===== src/rtl/i2s_microphones.sv =====
// I2S receiver for a stereo MEMS microphone pair: generates mic_sck/mic_ws from
// clk_in and deserialises mic_data MSB-first into one signed sample per slot.
module i2s_microphones #(
  parameter int unsigned SCK_HALF_PERIOD = 16,
  parameter int unsigned SAMPLE_WIDTH    = 24
) (
  input  logic                           clk_in,
  input  logic                           rst_in,
  input  logic                           mic_data,
  output logic                           mic_sck,
  output logic                           mic_ws,
  output logic signed [SAMPLE_WIDTH-1:0] sample_out,
  output logic                           sample_channel,
  output logic                           sample_valid
);

  localparam int unsigned       CNT_W    = $clog2(SCK_HALF_PERIOD);
  localparam logic [CNT_W-1:0]  CNT_LAST = CNT_W'(SCK_HALF_PERIOD - 1);

  logic [CNT_W-1:0] half_cnt;
  logic             half_wrap;
  logic             sck_fall;
  logic [1:0]       sync;
  logic [5:0]       bit_cnt;
  logic [31:0]      shift;
  logic [31:0]      word;
  logic             unused_bits;

  assign half_wrap = (half_cnt == CNT_LAST);
  assign sck_fall  = half_wrap && mic_sck;

  // Completed word including the bit being captured on this falling edge.
  assign word   = {shift[30:0], sync[1]};
  assign mic_ws = bit_cnt[5];

  assign unused_bits = ^{shift[31], word};

  always_ff @(posedge clk_in or negedge rst_in) begin
    if (!rst_in) begin
      half_cnt <= '0;
      mic_sck  <= 1'b0;
    end else if (half_wrap) begin
      half_cnt <= '0;
      mic_sck  <= ~mic_sck;
    end else begin
      half_cnt <= half_cnt + CNT_W'(1);
    end
  end

  always_ff @(posedge clk_in or negedge rst_in) begin
    if (!rst_in) begin
      sync <= '0;
    end else begin
      sync <= {sync[0], mic_data};
    end
  end

  always_ff @(posedge clk_in or negedge rst_in) begin
    if (!rst_in) begin
      bit_cnt <= '0;
      shift   <= '0;
    end else if (sck_fall) begin
      bit_cnt <= bit_cnt + 6'd1;
      shift   <= word;
    end
  end

  always_ff @(posedge clk_in or negedge rst_in) begin
    if (!rst_in) begin
      sample_out     <= '0;
      sample_channel <= 1'b0;
      sample_valid   <= 1'b0;
    end else begin
      sample_valid <= 1'b0;
      if (sck_fall && (bit_cnt[4:0] == 5'd31)) begin
        sample_out     <= word[31 -: SAMPLE_WIDTH];
        sample_channel <= bit_cnt[5];
        sample_valid   <= 1'b1;
      end
    end
  end

endmodule


===== config.mk =====
export PLATFORM = sky130hd
export DESIGN_NAME = i2s_microphones
export DESIGN_NICKNAME = d
export VERILOG_FILES = /design/src/rtl/i2s_microphones.sv
export SDC_FILE = /design/constraint.sdc
export NUM_CORES = 1
export LEC_CHECK = 0
export ABC_CLOCK_PERIOD_IN_PS = 2400
export BUFFER_PORTS_ARGS = -buffer_cell sky130_fd_sc_hd__buf_4
export CAP_MARGIN = 10
export CORE_ASPECT_RATIO = 0.8
export CORE_MARGIN = 1.5
export CORE_UTILIZATION = 45
export CTS_CLUSTER_DIAMETER = 200
export DETAILED_ROUTE_END_ITERATION = 12
export PLACE_DENSITY = 0.6
export SYNTH_ARGS = -nofsm -noshare
export SYNTH_HDL_FRONTEND = slang
export SYNTH_SLANG_ARGS = --single-unit

===== constraint.sdc =====
create_clock -name clk_in -period 2.4 [get_ports clk_in]
set_input_delay 0.36 -clock clk_in [delete_from_list [all_inputs] [get_ports clk_in]]
set_output_delay 0.36 -clock clk_in [all_outputs]
set_load 0.02 [all_outputs]

=== Word-level counts from Yosys, hierarchy flattened ===
Cells that the tools add are included.

* Register bits: 70
* Input bits: 3
* Logic and storage cells: 17

* Add/subtract/negate cells: 2
* Eq/ne operators: 2
* Muxes and demuxes: 2
* Bitwise operators: 1
* Reductions and logical operators: 2

{| class="wikitable"
|+ Operators with widths
! kind !! count
|-
| 6-bit by 1-bit adder with 6-bit output (second input constant) || 1
|-
| 5-bit == test (second input constant) || 1
|-
| 4-bit by 1-bit adder with 4-bit output (second input constant) || 1
|-
| 4-bit == test (second input constant) || 1
|-
| 4-bit 2-to-1 mux || 1
|-
| 1-bit logical AND || 2
|-
| 1-bit 2-to-1 mux || 1
|-
| 1-bit inverter || 1
|}

=== Longest topological paths before layout ===
Gate-level depths: netlist (run 1).

* Word-level depth: 4
* Depth in mapped cells: 6

=== Least setup slack after synthesis (run 1) ===
Ideal clock, no wire load.

* Path kind: register -> register
* Start point: reg half_cnt[0]
* End point: reg sample_out[10]
* Setup time: 0.125 ns
* Arrival: 1.570 ns
* Required time: 2.275 ns
* Path slack: 0.705 ns
* Cell stages (with the launch flop): 7
* Path buffers: 2
* Cell sequence: dfrtp_1 ha_1 and4_1 buf_4 nand2_4 buf_6 mux2_4

* Cells in the longest elaborated chain, start to end: 3

{| class="wikitable"
|+ Ends and longest elaborated chain
! item !! line !! text
|-
| start: declaration || 20 || <nowiki>logic [CNT_W-1:0] half_cnt;</nowiki>
|-
| start signal: assignment || 46 || <nowiki>half_cnt <= half_cnt + CNT_W'(1);</nowiki>
|-
| 4-bit == test || 29 || <nowiki>assign half_wrap = (half_cnt == CNT_LAST);</nowiki>
|-
| 1-bit logical AND || 30 || <nowiki>assign sck_fall = half_wrap && mic_sck;</nowiki>
|-
| 1-bit logical AND || 75 || <nowiki>if (sck_fall && (bit_cnt[4:0] == 5'd31)) begin</nowiki>
|-
| end signal: assignment || 76 || <nowiki>sample_out <= word[31 -: SAMPLE_WIDTH];</nowiki>
|-
| end: declaration || 12 || <nowiki>output logic signed [SAMPLE_WIDTH-1:0] sample_out,</nowiki>
|}

Every way passes these cells.
A chain may end at the register's enable or synchronous reset.

=== Final worst setup path (run 1) ===
* Start point: reg bit_cnt[0]
* End point: reg sample_out[23]

* Cells in the longest elaborated chain, start to end: 2

{| class="wikitable"
|+ Ends and longest elaborated chain
! item !! line !! text
|-
| start: declaration || 24 || <nowiki>logic [5:0] bit_cnt;</nowiki>
|-
| start signal: assignment || 63 || <nowiki>bit_cnt <= bit_cnt + 6'd1;</nowiki>
|-
| 5-bit == test || 75 ||
|-
| 1-bit logical AND || 75 ||
|}

Every way passes these cells.

==> results of run 1 <==
[registers in the layout, indices dropped and copies added (netlist names)]
| register | count |
|---|---|
| half_cnt | 4 |
| bit_cnt | 6 |
| shift | 31 |
| sample_valid | 1 |
| sample_out | 24 |
| sample_channel | 1 |
| mic_sck | 1 |
| sync | 2 |
[cell usage after synthesis, drive strengths merged]
cell      n  share of area, %
xnor2     3              0.97
nand3     3              0.55
ha        3               1.4
a21oi     1              0.18
clkbuf    6              0.83
inv       2              0.28
a31oi     1              0.23
mux2     25                13
o21ai     2              0.37
and4      1              0.32
and3      1              0.23
nand4     1              0.23
nor3      1              0.18
dfrtp    70                64
nand2   102                14
nor2      1              0.14
buf       4               1.3
xor2      3              0.97
[cell families after synthesis]
family | Yosys count
flip-flops | 70
multiplexers | 25
adder cells (fa/ha/maj) | 3
buffers and inverters | 12
AND/OR/NAND/NOR | 110
XOR/XNOR | 6
AO/OA/AOI/OAI | 4
[path summary, 6_finish.rpt]
kind                                             start                         end  slack (ns)  depth (start not counted)
max in group asynchronous                       rst_in  sample_out[23]$_DFFE_PN0P_        1.72                          1
min in group clk_in                           mic_data           sync[0]$_DFF_PN0_        0.13                          1
worst min-delay path                            rst_in      bit_cnt[0]$_DFFE_PN0P_        0.13                          1
worst max register to register  bit_cnt[0]$_DFFE_PN0P_  sample_out[23]$_DFFE_PN0P_        0.55                          5
worst max-delay path            bit_cnt[0]$_DFFE_PN0P_  sample_out[23]$_DFFE_PN0P_        0.55                          5
worst min register to register       sync[0]$_DFF_PN0_           sync[1]$_DFF_PN0_        0.35                          0
[metrics by stage]
step	cell area, um^2	total power [mW]
2_1_floorplan	2716	1.206
3_3_place_gp	3008	1.232
3_5_place_dp	3008	1.232
4_1_cts	3229	2.285
5_1_grt	3229	2.344
6_report	3229	2.249
[cell type report]
cell class	count	area, um^2	share of cell area (%)
Clock buffer	10	127.6	3.952
Clock inverter	6	93.84	2.906
Inverter	2	7.507	0.2325
Multi-Input combinational cell	148	899.6	27.86
Sequential cell	70	1752	54.24
Tap cell	81	101.3	3.138
Timing Repair Buffer	33	247.7	7.671
[worst register-to-register path, delay by kind of cell (launching register included)]
family                     cells  cell delay (ns)
DFF                            1             0.41
and+or+nand+nor                2             0.50
muxes                          1             0.42
adders and majority gates      2             0.43
[cells in the final DEF, fill, tap and decap left out, drive strengths merged]
master      n
nand2     102
dfrtp      70
buf        33
mux2       25
clkbuf     10
inv         4
xor2        3
nand3       3
xnor2       3
ha          3
o21ai       2
bufinv      2
a31oi       1
and3        1
and4        1
a21oi       1
nand4       1
nor2        1
nor3        1
clkinv      1
clkinvlp    1
[power groups by stage]
stage	clock, mW	sequential, mW	combinational, mW
2_1_floorplan	0	1.21	0.000652
3_3_place_gp	0	1.21	0.0268
3_5_place_dp	0	1.21	0.0268
4_1_cts	1.08	1.18	0.0267
5_1_grt	1.13	1.18	0.0296
6_report	1.04	1.18	0.0243
[metal layers]
| layer | vias up | global-route usage (%) | part of all wire [%] |
|---|---|---|---|
| li1 | 813 | - | - |
| met1 | 768 | 19.10 | 52 |
| met2 | 29 | 19.76 | 43 |
| met4 | 0 | 6.349 | 1.1 |
| met3 | 4 | 6.604 | 4.5 |
| met5 | - | 0 | 0 |
==> flow_metrics.tcl, run 1 <==
set metrics [dict create \
    outcome "complete, no violations" \
    crit_path_end_kind "flop" \
    grt_max_degree 71 \
    hp-class "in2async" \
    overflow 0 \
    path_max_fanout 26 \
    power_frac_clock_pct 46.4 \
    maxCapViolCount 0 \
    combPwrFrac_pct 1.1 \
    htreeDepth 3 \
    path_cells "ha_1, and3_1, ha_1, nand2_4, mux2_2" \
    place_ws_ns 0.5382 \
    power_density_mw_per_mm2 696.3 \
    slowest_delay_ns 0.41 \
    place_inst 334 \
    syn_nets 236 \
    cpMostUsedCell "ha_1" \
    ys_ff_latch 70 \
    ios 31 \
    dieWidth_um 89.87 \
    cts_sinks 70 \
    critical_path.top_delay_family "simple AND/OR/NAND/NOR gates" \
    critPathSlowestCell "dfrtp_1" \
    die_h_um 72.49 \
    core-area_mm2 0.005881 \
    finalWorstSetupSlack_ns 0.5451 \
    place_hpwl_mm 2.476 \
    cts_buffer_depth 2 \
    n_antenna_cell 0 \
    holdBufCountCts 0 \
    cts_tree "yes" \
    cts_resized 0 \
    relSlewSlack_pct 42.79 \
    cts_setup_buffers 0 \
    syn_to_final_growth_pct 18.89 \
    switching_power_mw 0.4710 \
    ir_drop_uv 341.9 \
    via_per_inst 4.611 \
    synth_compound_area_share_pct 0.7830 \
    crit_type "reg2reg" \
    cp-start-kind "flop" \
    cp.required_ns 2.63 \
    ant_nets 0 \
    drtIter0Drc 107 \
    grt_pass1_wl_mm 6.906 \
    drc 0 \
    firstDrtPassIters 3 \
    timing.fmax_mhz 539.1 \
    first_global_vias 1465 \
    rsz0062_at_grt "no" \
    syn-cell-area_mm2 0.002716 \
    synth_top_family_by_area "simple AND/OR/NAND/NOR gates" \
    worst_slew_pin_slew_ns 0.8581 \
    setup_tns_ns 0 \
    syn_inst 230 \
    antenna_found_initial 0 \
    synth.area.mux_share_pct 12.99 \
    cp_data_arrival_time_ns 2.08 \
    utilization_pct 54.91 \
    p_int_mw 1.778 \
    fp-row-count 25 \
    final_nets 270 \
    fin_skew_ns 0.008826 \
    portBuffers 30 \
    clkLatencyLatePin_ns 0.34 \
    vias 1614 \
    swShare_pct 20.95 \
    grt_use_total_pct 14.22 \
    final_cells 350 \
    drt-wirelength-per-cell_um 11.74 \
    ys_types 22 \
    synth_warnings 0 \
    routabilityCongestion 0.7081 \
    clkTransAtPathRegs_ns 0.08 \
    drt_wl_total_mm 4.109 \
    final_layout_size_suffix_gt1_share_pct 27.51 \
    synth_xor_area_share_pct 1.935 \
    min_period_over_period_pct 77.29 \
    p_seq_share_pct 52.6 \
    p_leak_nw 1.832 \
    synthSimpleGateAreaFrac_pct 16.03 \
    syn-mean-instance-area_um2 11.81 \
    finalHoldViolCount 0 \
    synthAdderAreaFrac_pct 1.382 \
    path_buf_inv 0 \
    whs_ns 0.1262 \
    fillers 520 \
    dieArea_mm2 0.006514 \
    finalSetupViolCount 0 \
    seq_area_frac_synth_pct 64.49 \
    start_util_pct 46.19 \
    clockRootBuffer "clkbuf_8" \
    cts_inserted_buffers 9 \
    maxSlewViolCount 0 \
    period_minus_slack_ns 1.855 \
]
No activity file was read; power rests on OpenSTA's default activity.
==> run 2: changes to the inputs <==
--- a/config.mk
+++ b/config.mk
@@ -5,7 +5,7 @@
 export SDC_FILE = /design/constraint.sdc
 export NUM_CORES = 1
 export LEC_CHECK = 0
-export ABC_CLOCK_PERIOD_IN_PS = 2400
+export ABC_CLOCK_PERIOD_IN_PS = 1900
 export BUFFER_PORTS_ARGS = -buffer_cell sky130_fd_sc_hd__buf_4
 export CAP_MARGIN = 10
 export CORE_ASPECT_RATIO = 0.8
==> constraint.sdc (replaced) <==
create_clock -name clk_in -period 1.9 [get_ports clk_in]
set_input_delay 0.285 -clock clk_in [delete_from_list [all_inputs] [get_ports clk_in]]
set_output_delay 0.285 -clock clk_in [all_outputs]
set_load 0.02 [all_outputs]
==> run 2 against run 1 <==
Against the previous run: critical path depth is 1 higher; register-to-register slack worse by 0.38 ns; wire length is 6.6% higher; clock-buffer cell count stayed put; non-clock buffer count is 6 higher; clock power is 26% higher; sequential power is 26% higher.
==> flow_metrics.tcl, run 2 (synthesis gave the netlist of run 1 again) <==
set metrics [dict create \
    final_common_cell "nand2_1" \
    critPathSlowestCell "dfrtp_1" \
    maxCapViolCount 0 \
    final_layout_size_suffix_gt1_share_pct 29.09 \
    period_minus_slack_ns 1.740 \
    via_per_inst 4.618 \
    drtIter0Drc 92 \
    cts_sinks 70 \
    syn_to_final_growth_pct 22.06 \
    hp-class "in2reg" \
    setup_tns_ns 0 \
    antenna_found_initial 0 \
    rsz0062_at_grt "no" \
    holdBufCountCts 1 \
    clkLatencyLatePin_ns 0.34 \
    cpMostUsedCell "ha_1" \
    largest_reg_flops 31 \
    cts_buffer_depth 2 \
    routabilityCongestion 0.7092 \
    crit_path_end_kind "flop" \
    ios 31 \
    drt-wirelength-per-cell_um 12.30 \
    grt_pass1_wl_mm 7.900 \
    path_cells "ha_1, and3_1, ha_1, nand2_4, buf_12, mux2_2" \
    dieArea_mm2 0.006514 \
    cp-start-kind "flop" \
    crit_type "reg2reg" \
    cts_setup_buffers 0 \
    largest_register "shift" \
    drt_wl_total_mm 4.379 \
    drc 0 \
    relSlewSlack_pct 71.46 \
    n_antenna_cell 0 \
    power_density_mw_per_mm2 856.2 \
    cp.required_ns 2.12 \
    portBuffers 30 \
    grt_use_total_pct 15.76 \
    cts_resized 0 \
    ant_nets 0 \
    die_h_um 72.49 \
    final_nets 276 \
    mostFrequentLayoutCells "nand2_1, dfrtp_1, buf_4" \
    finalHoldViolCount 0 \
    clockRootBuffer "clkbuf_8" \
    dieWidth_um 89.87 \
    slowest_delay_ns 0.41 \
    cts_tree "yes" \
    vias 1644 \
    finalSetupViolCount 0 \
    outcome "complete, no violations" \
    fp-row-count 25 \
    cp_data_arrival_time_ns 1.96 \
    p_leak_nw 1.878 \
    clkTransAtPathRegs_ns 0.07 \
    start_util_pct 46.19 \
    timing.fmax_mhz 574.8 \
    ir_drop_uv 561.4 \
    path_max_fanout 9 \
    fin_skew_ns 0.007601 \
    first_global_vias 1692 \
    design_area_mm2 0.003316 \
    grt_max_degree 39 \
    cts_inserted_buffers 9 \
    firstDrtPassIters 4 \
    core-area_mm2 0.005881 \
    largest_registers "shift (31), sample_out (24), bit_cnt (6)" \
    htreeDepth 3 \
    maxSlewViolCount 0 \
    worst_slew_pin_slew_ns 0.4282 \
    min_period_over_period_pct 91.56 \
    placed_area_mm2 0.003083 \
    place_hpwl_mm 2.992 \
    overflow 0 \
]
[run 2: cell count changes in the layout (fill, tap and decap cells not counted)]
cell	previous run	this run
buf_12	0	3
buf_4	33	35
clkinv_2	0	2
inv_6	2	0
clkbuf_1	1	0
clkbuf_8	9	10
clkinv_4	1	0
clkinvlp_4	1	2
dlygate4sd3_1	0	1
[run 2: power breakdown]
group / total [mW] / leakage (nW) / internal (mW) / switching [mW]
Sequential: 1.49 / 0.957 / 1.49 / 0.00102
Combinational: 0.0374 / 0.812 / 0.00860 / 0.0288
Clock: 1.31 / 0.108 / 0.770 / 0.538
[run 2: cell type report]
type / instances / area (um^2)
inverters: 2 / 7.507
well taps: 81 / 101.3
repair buffers: 39 / 332.8
clock buffers: 10 / 137.6
flip-flops and latches: 70 / 1752
clock inverters: 6 / 85.08
multi-input cells: 148 / 899.6
fillers: 514 / 2565
[run 2: worst paths after layout]
path                                         from                   endpoint  slack, ns  cells after the start
setup / recovery           bit_cnt[0]$_DFFE_PN0P_  sample_out[1]$_DFFE_PN0P_       0.16                      6
hold / removal                           mic_data          sync[0]$_DFF_PN0_       0.05                      1
setup reg to reg           bit_cnt[0]$_DFFE_PN0P_  sample_out[1]$_DFFE_PN0P_       0.16                      6
hold reg to reg                 sync[0]$_DFF_PN0_          sync[1]$_DFF_PN0_       0.36                      0
max in group asynchronous                  rst_in      shift[14]$_DFFE_PN0P_       0.94                      3
min in group asynchronous                  rst_in       shift[6]$_DFFE_PN0P_       0.43                      2
[run 2: per-layer routing]
layer	GRT usage (%)	share of wire, %
met1	19.74	48
met3	5.975	4.8
met4	5.291	1.1
met2	25.61	46
met5	0	0
[run 2: critical path, delay by kind of cell, from the launching register on]
kind	cells	cell delay (ns)
adders and majority gates	2	0.43
DFF	1	0.41
muxes	1	0.33
and+or+nand+nor	2	0.30
buffers and inverters	1	0.15
[run 2: metrics by stage]
stage | utilization [%] | setup WS, ns | hold slack (ns) | total power, mW | instances
2_1_floorplan | - | 0.2050 | -0.01059 | 1.523 | 230
3_3_place_gp | 52.43 | 0.2035 | 0.2635 | 1.561 | 339
3_5_place_dp | 52.43 | 0.1555 | 0.2545 | 1.561 | 339
4_1_cts | 56.38 | 0.1477 | 0.03801 | 2.872 | 356
5_1_grt | 56.38 | 0.08889 | 0.02724 | 2.954 | 356
6_report | 56.38 | 0.1603 | 0.05378 | 2.839 | 356
